### config.mk
export PLATFORM = sky130hd
export DESIGN_NAME = param_control_unit_flat
export DESIGN_NICKNAME = d
export VERILOG_FILES = /design/src/rtl/param_control_unit_if.sv /design/src/rtl/param_control_unit.sv /design/src/flat_wrapper.sv
export SDC_FILE = /design/constraint.sdc
export NUM_CORES = 1
export LEC_CHECK = 0
export BUFFER_PORTS_ARGS = -buffer_cell sky130_fd_sc_hd__clkbuf_2
export CORE_MARGIN = 2
export CORE_UTILIZATION = 40
export CTS_BUF_LIST = sky130_fd_sc_hd__clkbuf_8
export DETAILED_ROUTE_END_ITERATION = 10
export PLACE_DENSITY = 0.75
export REMOVE_ABC_BUFFERS = 1
export SETUP_SLACK_MARGIN = 0.2
export SLEW_MARGIN = 20
export SYNTH_ARGS = -nofsm -noshare
export SYNTH_HDL_FRONTEND = slang
export SYNTH_SLANG_ARGS = --single-unit
### constraint.sdc
create_clock -name clk -period 3.5 [get_ports clk]
set_input_delay 0.7 -clock clk [delete_from_list [all_inputs] [get_ports clk]]
set_output_delay 0.7 -clock clk [all_outputs]
set_load 0.02 [all_outputs]
### src/rtl/param_control_unit_if.sv
// Bus bundle between the control unit and its flash, PC, ALU, register file, SRAM and GPIO.
interface param_control_unit_if #(
    parameter int unsigned DATA_W = 8,
    parameter int unsigned PC_W   = 12
);
    logic [7:0]        flash_data;
    logic              flash_valid;
    logic [PC_W-1:0]   pc_value;
    logic [DATA_W-1:0] sram_read_data;
    logic [DATA_W-1:0] alu_result;
    logic [DATA_W-1:0] in_gpio;
    logic [DATA_W-1:0] reg_read_data_a;
    logic [DATA_W-1:0] reg_read_data_b;
    logic              a_greater;
    logic              a_equal;
    logic              carry_out;
    logic              bootstrapping;

    logic [2:0]        alu_opcode;
    logic [DATA_W-1:0] alu_a;
    logic [DATA_W-1:0] alu_b;
    logic [DATA_W-1:0] sram_write_data;
    logic [DATA_W-1:0] reg_write_data;
    logic [DATA_W-1:0] out_gpio;
    logic [7:0]        sram_addr;
    logic              sram_write_en;
    logic              reg_write_en;
    logic              pc_load;
    logic              pc_inc;
    logic              out_valid;
    logic [PC_W-1:0]   pc_next;
    logic [3:0]        reg_write_addr;
    logic [3:0]        reg_read_addr_a;
    logic [3:0]        reg_read_addr_b;
    logic [1:0]        state;
    logic [15:0]       instruction;
    logic              halted;
    logic              stack_err;

    modport master (
        input  flash_data, flash_valid, pc_value, sram_read_data, alu_result, in_gpio,
               reg_read_data_a, reg_read_data_b, a_greater, a_equal, carry_out, bootstrapping,
        output alu_opcode, alu_a, alu_b, sram_write_data, reg_write_data, out_gpio,
               sram_addr, sram_write_en, reg_write_en, pc_load, pc_inc, out_valid,
               pc_next, reg_write_addr, reg_read_addr_a, reg_read_addr_b,
               state, instruction, halted, stack_err
    );

    modport slave (
        output flash_data, flash_valid, pc_value, sram_read_data, alu_result, in_gpio,
               reg_read_data_a, reg_read_data_b, a_greater, a_equal, carry_out, bootstrapping,
        input  alu_opcode, alu_a, alu_b, sram_write_data, reg_write_data, out_gpio,
               sram_addr, sram_write_en, reg_write_en, pc_load, pc_inc, out_valid,
               pc_next, reg_write_addr, reg_read_addr_a, reg_read_addr_b,
               state, instruction, halted, stack_err
    );
endinterface

### src/rtl/param_control_unit.sv
// Two-byte fetch / one-cycle execute control unit with latched ALU flags and a return stack.
module param_control_unit #(
    parameter int unsigned DATA_W      = 8,
    parameter int unsigned PC_W        = 12,
    parameter int unsigned STACK_DEPTH = 4
) (
    input  logic                 clk,
    input  logic                 arst,
    param_control_unit_if.master bus
);
    localparam int unsigned IDX_W = (STACK_DEPTH > 1) ? $clog2(STACK_DEPTH) : 1;
    localparam int unsigned SP_W  = IDX_W + 1;

    typedef enum logic [1:0] {
        FETCH_HIGH = 2'b00,
        FETCH_LOW  = 2'b01,
        EXECUTE    = 2'b10,
        HALT       = 2'b11
    } state_t;

    state_t            state_q, state_d;
    logic [7:0]        high_q;
    logic [15:0]       instr_q;
    logic [2:0]        flags_q;   // {gt, eq, c}
    logic [SP_W-1:0]   sp_q;
    logic [PC_W-1:0]   stack_mem [STACK_DEPTH];
    logic              stack_err_q;
    logic              halted_q;
    logic [DATA_W-1:0] out_gpio_q;

    logic [3:0]      op, dst, fa, fb;
    logic [PC_W-1:0] target, stack_top;
    logic            stack_full, stack_empty, is_alu, push_ok;

    assign op          = instr_q[15:12];
    assign dst         = instr_q[11:8];
    assign fa          = instr_q[7:4];
    assign fb          = instr_q[3:0];
    assign target      = PC_W'(instr_q[11:0]);
    assign stack_full  = (sp_q == SP_W'(STACK_DEPTH));
    assign stack_empty = (sp_q == '0);
    assign stack_top   = stack_mem[IDX_W'(sp_q - SP_W'(1))];
    assign is_alu      = (op < 4'h6);
    assign push_ok     = (state_q == EXECUTE) && !arst && (op == 4'h7) && !stack_full;

    assign bus.state       = state_q;
    assign bus.instruction = instr_q;
    assign bus.halted      = halted_q;
    assign bus.stack_err   = stack_err_q;
    assign bus.out_gpio    = out_gpio_q;

    always_ff @(posedge clk or posedge arst) begin
        if (arst) state_q <= FETCH_HIGH;
        else      state_q <= state_d;
    end

    // Next state plus all combinational strobes and datapath steering.
    always_comb begin
        state_d             = state_q;
        bus.pc_inc          = 1'b0;
        bus.pc_load         = 1'b0;
        bus.pc_next         = '0;
        bus.alu_opcode      = 3'b001;
        bus.alu_a           = '0;
        bus.alu_b           = '0;
        bus.sram_addr       = '0;
        bus.sram_write_data = '0;
        bus.sram_write_en   = 1'b0;
        bus.reg_write_data  = '0;
        bus.reg_write_en    = 1'b0;
        bus.reg_write_addr  = dst;
        bus.reg_read_addr_a = '0;
        bus.reg_read_addr_b = '0;
        bus.out_valid       = 1'b0;
        case (state_q)
            FETCH_HIGH: if (bus.flash_valid) begin
                bus.pc_inc = !arst;
                state_d    = FETCH_LOW;
            end
            FETCH_LOW: if (bus.flash_valid) begin
                bus.pc_inc = !arst;
                state_d    = EXECUTE;
            end
            EXECUTE: begin
                state_d = (op == 4'h6 && dst == 4'h1) ? HALT : FETCH_HIGH;
                case (op)
                    4'h0, 4'h1, 4'h2, 4'h3, 4'h4, 4'h5: begin
                        bus.reg_read_addr_a = fa;
                        bus.reg_read_addr_b = fb;
                        bus.alu_a           = bus.reg_read_data_a;
                        bus.alu_b           = bus.reg_read_data_b;
                        bus.alu_opcode      = op[2:0];
                        bus.reg_write_data  = bus.alu_result;
                        bus.reg_write_en    = 1'b1;
                    end
                    4'h6: if (dst == 4'h0 && !stack_empty) begin
                        bus.pc_load = 1'b1;
                        bus.pc_next = stack_top;
                    end
                    4'h7: if (!stack_full) begin
                        bus.pc_load = 1'b1;
                        bus.pc_next = target;
                    end
                    4'h8: begin
                        bus.sram_addr      = {fa, fb};
                        bus.reg_write_data = bus.sram_read_data;
                        bus.reg_write_en   = 1'b1;
                    end
                    4'h9: begin
                        bus.reg_read_addr_a = dst;
                        bus.sram_addr       = {fa, fb};
                        bus.sram_write_data = bus.reg_read_data_a;
                        bus.sram_write_en   = 1'b1;
                    end
                    4'hA: begin
                        bus.pc_load = 1'b1;
                        bus.pc_next = target;
                    end
                    4'hB, 4'hC, 4'hD: begin
                        bus.pc_load = (op == 4'hB) ? flags_q[1] :
                                      (op == 4'hC) ? flags_q[2] : flags_q[0];
                        bus.pc_next = target;
                    end
                    4'hE: begin
                        bus.reg_write_data = bus.bootstrapping ? DATA_W'(bus.flash_data) : bus.in_gpio;
                        bus.reg_write_en   = 1'b1;
                    end
                    4'hF: begin
                        bus.reg_read_addr_a = dst;
                        bus.out_valid       = 1'b1;
                    end
                    default: ;
                endcase
            end
            HALT: ;
            default: ;
        endcase
    end

    // Fetch latches, flags, stack pointer and sticky status.
    always_ff @(posedge clk or posedge arst) begin
        if (arst) begin
            high_q      <= '0;
            instr_q     <= '0;
            flags_q     <= '0;
            sp_q        <= '0;
            stack_err_q <= 1'b0;
            halted_q    <= 1'b0;
            out_gpio_q  <= '0;
        end else begin
            case (state_q)
                FETCH_HIGH: if (bus.flash_valid) high_q <= bus.flash_data;
                FETCH_LOW:  if (bus.flash_valid) instr_q <= {high_q, bus.flash_data};
                EXECUTE: begin
                    if (is_alu) flags_q <= {bus.a_greater, bus.a_equal, bus.carry_out};
                    if (op == 4'h6 && dst == 4'h0) begin
                        if (stack_empty) stack_err_q <= 1'b1;
                        else             sp_q <= sp_q - SP_W'(1);
                    end
                    if (op == 4'h6 && dst == 4'h1) halted_q <= 1'b1;
                    if (op == 4'h7) begin
                        if (stack_full) stack_err_q <= 1'b1;
                        else            sp_q <= sp_q + SP_W'(1);
                    end
                    if (op == 4'hF) out_gpio_q <= bus.reg_read_data_a;
                end
                default: ;
            endcase
        end
    end

    // Stack storage carries no reset; emptiness is tracked by sp_q alone.
    always_ff @(posedge clk) begin
        if (push_ok) stack_mem[IDX_W'(sp_q)] <= bus.pc_value;
    end
endmodule

### src/flat_wrapper.sv
// flat-port wrapper written by rule: the top's interface ports become plain ports
module param_control_unit_flat 
#(
    parameter int unsigned DATA_W      = 8,
    parameter int unsigned PC_W        = 12,
    parameter int unsigned STACK_DEPTH = 4
)
  (clk, arst, bus_flash_data, bus_flash_valid, bus_pc_value, bus_sram_read_data, bus_alu_result, bus_in_gpio, bus_reg_read_data_a, bus_reg_read_data_b, bus_a_greater, bus_a_equal, bus_carry_out, bus_bootstrapping, bus_alu_opcode, bus_alu_a, bus_alu_b, bus_sram_write_data, bus_reg_write_data, bus_out_gpio, bus_sram_addr, bus_sram_write_en, bus_reg_write_en, bus_pc_load, bus_pc_inc, bus_out_valid, bus_pc_next, bus_reg_write_addr, bus_reg_read_addr_a, bus_reg_read_addr_b, bus_state, bus_instruction, bus_halted, bus_stack_err);
  param_control_unit_if #(.DATA_W(DATA_W), .PC_W(PC_W)) bus_i ();
  input  logic clk;
  input  logic arst;
  input wire logic [$bits(bus_i.flash_data)-1:0] bus_flash_data;
  input wire logic [$bits(bus_i.flash_valid)-1:0] bus_flash_valid;
  input wire logic [$bits(bus_i.pc_value)-1:0] bus_pc_value;
  input wire logic [$bits(bus_i.sram_read_data)-1:0] bus_sram_read_data;
  input wire logic [$bits(bus_i.alu_result)-1:0] bus_alu_result;
  input wire logic [$bits(bus_i.in_gpio)-1:0] bus_in_gpio;
  input wire logic [$bits(bus_i.reg_read_data_a)-1:0] bus_reg_read_data_a;
  input wire logic [$bits(bus_i.reg_read_data_b)-1:0] bus_reg_read_data_b;
  input wire logic [$bits(bus_i.a_greater)-1:0] bus_a_greater;
  input wire logic [$bits(bus_i.a_equal)-1:0] bus_a_equal;
  input wire logic [$bits(bus_i.carry_out)-1:0] bus_carry_out;
  input wire logic [$bits(bus_i.bootstrapping)-1:0] bus_bootstrapping;
  output wire logic [$bits(bus_i.alu_opcode)-1:0] bus_alu_opcode;
  output wire logic [$bits(bus_i.alu_a)-1:0] bus_alu_a;
  output wire logic [$bits(bus_i.alu_b)-1:0] bus_alu_b;
  output wire logic [$bits(bus_i.sram_write_data)-1:0] bus_sram_write_data;
  output wire logic [$bits(bus_i.reg_write_data)-1:0] bus_reg_write_data;
  output wire logic [$bits(bus_i.out_gpio)-1:0] bus_out_gpio;
  output wire logic [$bits(bus_i.sram_addr)-1:0] bus_sram_addr;
  output wire logic [$bits(bus_i.sram_write_en)-1:0] bus_sram_write_en;
  output wire logic [$bits(bus_i.reg_write_en)-1:0] bus_reg_write_en;
  output wire logic [$bits(bus_i.pc_load)-1:0] bus_pc_load;
  output wire logic [$bits(bus_i.pc_inc)-1:0] bus_pc_inc;
  output wire logic [$bits(bus_i.out_valid)-1:0] bus_out_valid;
  output wire logic [$bits(bus_i.pc_next)-1:0] bus_pc_next;
  output wire logic [$bits(bus_i.reg_write_addr)-1:0] bus_reg_write_addr;
  output wire logic [$bits(bus_i.reg_read_addr_a)-1:0] bus_reg_read_addr_a;
  output wire logic [$bits(bus_i.reg_read_addr_b)-1:0] bus_reg_read_addr_b;
  output wire logic [$bits(bus_i.state)-1:0] bus_state;
  output wire logic [$bits(bus_i.instruction)-1:0] bus_instruction;
  output wire logic [$bits(bus_i.halted)-1:0] bus_halted;
  output wire logic [$bits(bus_i.stack_err)-1:0] bus_stack_err;
  assign bus_i.flash_data = bus_flash_data;
  assign bus_i.flash_valid = bus_flash_valid;
  assign bus_i.pc_value = bus_pc_value;
  assign bus_i.sram_read_data = bus_sram_read_data;
  assign bus_i.alu_result = bus_alu_result;
  assign bus_i.in_gpio = bus_in_gpio;
  assign bus_i.reg_read_data_a = bus_reg_read_data_a;
  assign bus_i.reg_read_data_b = bus_reg_read_data_b;
  assign bus_i.a_greater = bus_a_greater;
  assign bus_i.a_equal = bus_a_equal;
  assign bus_i.carry_out = bus_carry_out;
  assign bus_i.bootstrapping = bus_bootstrapping;
  assign bus_alu_opcode = bus_i.alu_opcode;
  assign bus_alu_a = bus_i.alu_a;
  assign bus_alu_b = bus_i.alu_b;
  assign bus_sram_write_data = bus_i.sram_write_data;
  assign bus_reg_write_data = bus_i.reg_write_data;
  assign bus_out_gpio = bus_i.out_gpio;
  assign bus_sram_addr = bus_i.sram_addr;
  assign bus_sram_write_en = bus_i.sram_write_en;
  assign bus_reg_write_en = bus_i.reg_write_en;
  assign bus_pc_load = bus_i.pc_load;
  assign bus_pc_inc = bus_i.pc_inc;
  assign bus_out_valid = bus_i.out_valid;
  assign bus_pc_next = bus_i.pc_next;
  assign bus_reg_write_addr = bus_i.reg_write_addr;
  assign bus_reg_read_addr_a = bus_i.reg_read_addr_a;
  assign bus_reg_read_addr_b = bus_i.reg_read_addr_b;
  assign bus_state = bus_i.state;
  assign bus_instruction = bus_i.instruction;
  assign bus_halted = bus_i.halted;
  assign bus_stack_err = bus_i.stack_err;
  param_control_unit #(.DATA_W(DATA_W), .PC_W(PC_W), .STACK_DEPTH(STACK_DEPTH)) u_core (.clk(clk), .arst(arst), .bus(bus_i));
endmodule
# After elaboration in Yosys (flattened, before gate mapping)
# Memories as Yosys holds them, arrays and structs flattened.
# Cells that the tools add are included.
# W data, S select, Z words.
# word_totals
memories	1
wordCells	109
regBits	42
out_inout_bits	100
inputBits	67
ram_bits	48
# memory_table
memory	words	word_bits	rd	rd_ports_with_merged_regs	write_ports	line_no	text
u_core.stack_mem	4	12	1	0	1	param_control_unit.sv:26	logic [PC_W-1:0] stack_mem [STACK_DEPTH];
# op_classes
eq_ne	21
reduce_logical	27
n_mux	49
n_addsub	2
n_lt_le_gt_ge	1
# op_table
cell	n
$mux W8	10
$mux W12	3
$pmux W12 S3	1
$eq A4 B4 Y1 const B	8
$pmux W8 S3	1
$mux W1	19
$mux W3	6
$eq A4 B3 Y1 const B	4
$mux W4	3
$reduce_and A2 Y1	5
$eq A4 B1 Y1 const B	2
$eq A4 B2 Y1 const B	2
$logic_not A4 Y1	2
$pmux W4 S2	1
$reduce_or A8 Y1	1
$logic_and A1 B1 Y1	6
$mux W2	3
$pmux W2 S3	1
$reduce_or A2 Y1	3
$reduce_or A6 Y1	1
$lt A4 B3 Y1 const B	1
$ne A2 B2 Y1 const B	2
$pmux W1 S4	1
$reduce_or A4 Y1	1
other kinds (11)	13

# Longest topological paths before layout
# depth
depth_word	6
ltp_mapped	9
depth_no_buf	6

# Least setup slack after synthesis
# OpenSTA, ideal clock, no wires.
# synth_timing
path_kind	register to register
from	register u_core.sp_q[0]
to	memory u_core.stack_mem[3][0], enable pin
n_path_buf	2
setup_slack_ns	0.273
period_less_slack_ns	3.227
path_stages_with_launch	9
t_arrival_ns	2.827
cell_sequence	dfrtp_1 -> clkbuf_1 -> buf_4 -> inv_1 -> ha_1 -> a21o_1 -> nor2_1 -> nand2_1 -> nor3b_1
# synth_between
elab_chain_cells	5
# synth_lines
item	line_no	text
start: declaration	param_control_unit.sv:25	logic [SP_W-1:0] sp_q;
start signal: assignment	param_control_unit.sv:158	else sp_q <= sp_q - SP_W'(1);
start signal: assignment	param_control_unit.sv:163	else sp_q <= sp_q + SP_W'(1);
$eq A3 B3 Y1	param_control_unit.sv:40	assign stack_full = (sp_q == SP_W'(STACK_DEPTH));
$logic_not A1 Y1	param_control_unit.sv:44	assign push_ok = (state_q == EXECUTE) && !arst && (op == 4'h7) && !stack_full;
$logic_and A1 B1 Y1	param_control_unit.sv:44	
$mux W1	param_control_unit.sv:174	if (push_ok) stack_mem[IDX_W'(sp_q)] <= bus.pc_value;
$mux W1 (not written as such)	param_control_unit.sv:174	
end: declaration	param_control_unit.sv:26	
# Several ways; a longest one is shown, not always the timed one.

# Final worst setup path
# layout_timing
from	register u_core.sp_q[1]
to	output port bus_pc_next[10]
# layout_between
elab_chain_cells	6
# layout_lines
item	line_no	text
parallel branches: the longest is 4 deep, another holds $mem_v2 Z4 W12	-	
$pmux W12 S3 (*)	param_control_unit.sv:86	case (op)
$mux W12 (*)	param_control_unit.sv:75	case (state_q)
end: declaration	flat_wrapper.sv:36	output wire logic [$bits(bus_i.pc_next)-1:0] bus_pc_next;
# Every way passes the cells marked *.

==> out/summary.txt <==
Worst r2r src: u_core.sp_q[1]
Synth async-reset ratio: 46.7%
Average wire per standard cell: 18.2 µm
Period utilisation layout: 89.7%
Root Driver: clkbuf_8
Worst-path clk slew: 90 ps
Clock insertion delay at the later pin of the skew report: 370 ps
YS warnings: 0
Slew Limit Fails: 0
Flops & latches, synth: 90
Num rows: 39
Worst Path Arrival: 2440 ps
Worst Skew: 9.93 ps
CP max stage cell: ha_1
Overall Global Routing Usage: 19.7%
Setup repair after global routing missed its margin: false
Yosys top cell by area: edfxtp_1
Static Leak: 0.00259 µW
Vias: 3678
Largest net degree at the start of global routing: 31
Max-Cap Viols: 0
Cell Area, Synth: 4640 µm²
Proportion of layout cells with a drive suffix above 1: 47.1%
Bufs on Longest Clock Path: 2
Dpl cells: 664
Crit path required time: 2800 ps
Total CTS buffers: 9
Setup Viol. Count Final: 0
Initial antenna violation count: 0
CP peak stage delay: 690 ps
H-tree levels: 3
Overflow after GRT: 0
Worst-path cell chain: inv_1, ha_1, mux4_2, a22oi_1, nor2_1, clkbuf_2
Initial DRT Pass Iterations: 5
Sequential share of the synthesized area: 53.7%
FF-to-FF setup slack: 1060 ps
R2R Path End: u_core.stack_mem[2][10]
Non-filler cells in the finished layout: 680
Initial DRC Count: 359
Drt total wl: 12.4 mm
Vias in the first global route: 3553
Residual DRC: 0
Min cycle time layout: 3140 ps
N_diodes: 0
Hold WS: 432 ps
Crit path launch: u_core.sp_q[1]
R2R depth: 7
Die Area: 12500 µm²
Clk sinks: 90
Synth top area cells: edfxtp_1, dfrtp_1, mux2_2, mux4_2, and2_1
Cells after synthesis: 369
Die Y: 112 µm
HPWL after DPL: 9.19 mm
Synth-to-Final Area Change: 25.1%
Top cell type's share of synthesized area: 31.0%
Number of setup buffers added after CTS: 0
Worst setup EP type: output pin
Setup crit end: bus_pc_next[10]
Multi-input logic area: 1980 µm²
Worst-Margin Slew: 797 ps
Die width: 112 µm
Hold Violations, Final: 0
P per Cell Area: 713 nW/µm²
Design Power: 4140 µW
Syn_area_per_cell: 12.6 µm²
Core area: 11400 µm²
Critical path type: flip-flop to output pin
Initial Utilization: 40.8%
CP startpoint kind: flip-flop
Status: complete, no violations
FMAX: 319 MHz
Cell variety after synth: 49
Fillers: 980
Ys flop type: edfxtp_1
CTS tree: yes
Placer Congestion: 0.950
Maximum vdd ir drop: 0.613 mV
Min-Delay Path Class: primary input to async pin
Sequential cell area: 2490 µm²
First-pass GRT wire length: 19.2 mm
Max_slew headroom: 46.5%
Number of synthesized flops with an enable pin: 48
CP max FO: 14
Routed Antenna Nets: 0
Ports: 167
Total Neg Setup Slack: 0 ps
Via density: 5.41
Port-buffer cells: 166
Nets: 607
## routing by layer
metal | vias to the layer above | track usage [%] | share of wire (%)
met5 | - | 0 | 0
met4 | 0 | 5.76 | 1.7
met3 | 16 | 4.25 | 7.5
met2 | 183 | 33.8 | 50
met1 | 1794 | 25.2 | 41
li1 | 1685 | - | -
## flip-flops by register name, summed over array words and instances (netlist names)
| signal | count |
|---|---|
| u_core.stack_mem | 48 |
| u_core.flags_q | 3 |
| u_core.bus.stack_err | 1 |
| u_core.high_q | 8 |
| u_core.sp_q | 3 |
| u_core.bus.halted | 1 |
| u_core.bus.instruction | 16 |
| u_core.bus.state | 2 |
| u_core.bus.out_gpio | 8 |
## Yosys cell counts (2+ instances only)
| library cell | instances |
|---|---|
| nor4_1 | 2 |
| a22oi_1 | 12 |
| mux4_2 | 12 |
| nor2_2 | 2 |
| buf_2 | 4 |
| a22o_1 | 4 |
| inv_1 | 7 |
| buf_4 | 7 |
| mux2i_1 | 9 |
| a31o_2 | 2 |
| o21ai_0 | 4 |
| nand3_1 | 6 |
| dfrtp_1 | 42 |
| edfxtp_1 | 48 |
| ha_1 | 8 |
| mux2_2 | 34 |
| nor3b_1 | 4 |
| clkbuf_1 | 13 |
| nand2_1 | 18 |
| and3_1 | 8 |
| or2_2 | 2 |
| xnor2_1 | 2 |
| o221ai_1 | 8 |
| nor2_1 | 21 |
| nand2b_1 | 6 |
| nor2b_1 | 10 |
| a31oi_1 | 10 |
| a21oi_1 | 6 |
| and2_1 | 38 |
## critical path, delay by kind of cell, from the launching register on
kind	cells	cell delay [ps]
adders and majority gates	1	690
muxes	1	400
DFF	1	390
buffers and inverters	2	300
AOI/OAI and AO/OA	1	220
and+or+nand+nor	1	70
## per-stage QoR
| stage | util, % | worst slack [ps] | instance area, µm² |
|---|---|---|---|
| 6_report | 51.1 | 361 | 5810 |
| 5_1_grt | 51.1 | 215 | 5810 |
| 4_1_cts | 51.1 | 332 | 5810 |
| 3_5_place_dp | 49.3 | 734 | 5610 |
| 3_3_place_gp | 49.3 | 766 | 5610 |
| 2_1_floorplan | - | 245 | 4500 |
## cell type report
cell class,count,area share [%]
inverters,7,0.452
multi-input cells,245,34.1
clock inverters,7,1.31
clock buffers,9,2.13
repair buffers,179,16.0
flip-flops and latches,90,42.9
well taps,143,3.08
## worst min path at each step
stage / end / slack [ps] / cells after the start
global route: u_core.sp_q[1] / 490 / 2
detailed placement: u_core.bus.halted / 460 / 1
finish: u_core.sp_q[1] / 430 / 2
CTS: u_core.sp_q[1] / 450 / 2
global placement: u_core.bus.halted / 460 / 1
floorplan: u_core.bus.instruction[10] / 480 / 1
## power by group
group          total (µW)  internal [µW]  switching, µW  leakage, µW
Combinational        1800            772           1030      0.00155
Sequential           1630           1320            311     0.000947
Clock                 714            334            380    0.0000924
## cells by family after synthesis
family	share of synthesized area (%)
adders and majority gates	2.16
DFF	53.7
muxes	16.0
and+or+nand+nor	15.1
buffers and inverters	3.69
AOI/OAI and AO/OA	8.84
xor gates and xnor gates	0.566
## layout by cell type, fill, tap and decap left out, types with 10 or more instances in the layout
cell type | Yosys | final
a22oi_1 | 12 | 12
a31oi_1 | 10 | 10
and2_1 | 38 | 38
buf_4 | 7 | 13
clkbuf_2 | 0 | 166
dfrtp_1 | 42 | 41
edfxtp_1 | 48 | 48
mux2_2 | 34 | 34
mux4_2 | 12 | 12
nand2_1 | 18 | 18
nor2_1 | 21 | 21
nor2b_1 | 10 | 10
## timing repair
action | in CTS | in global routing
resized for setup | 0 | 1
hold buffers | 0 | 0
setup endpoints to repair | 0 | 2
Note: power is estimated with default switching activity, not from simulation.
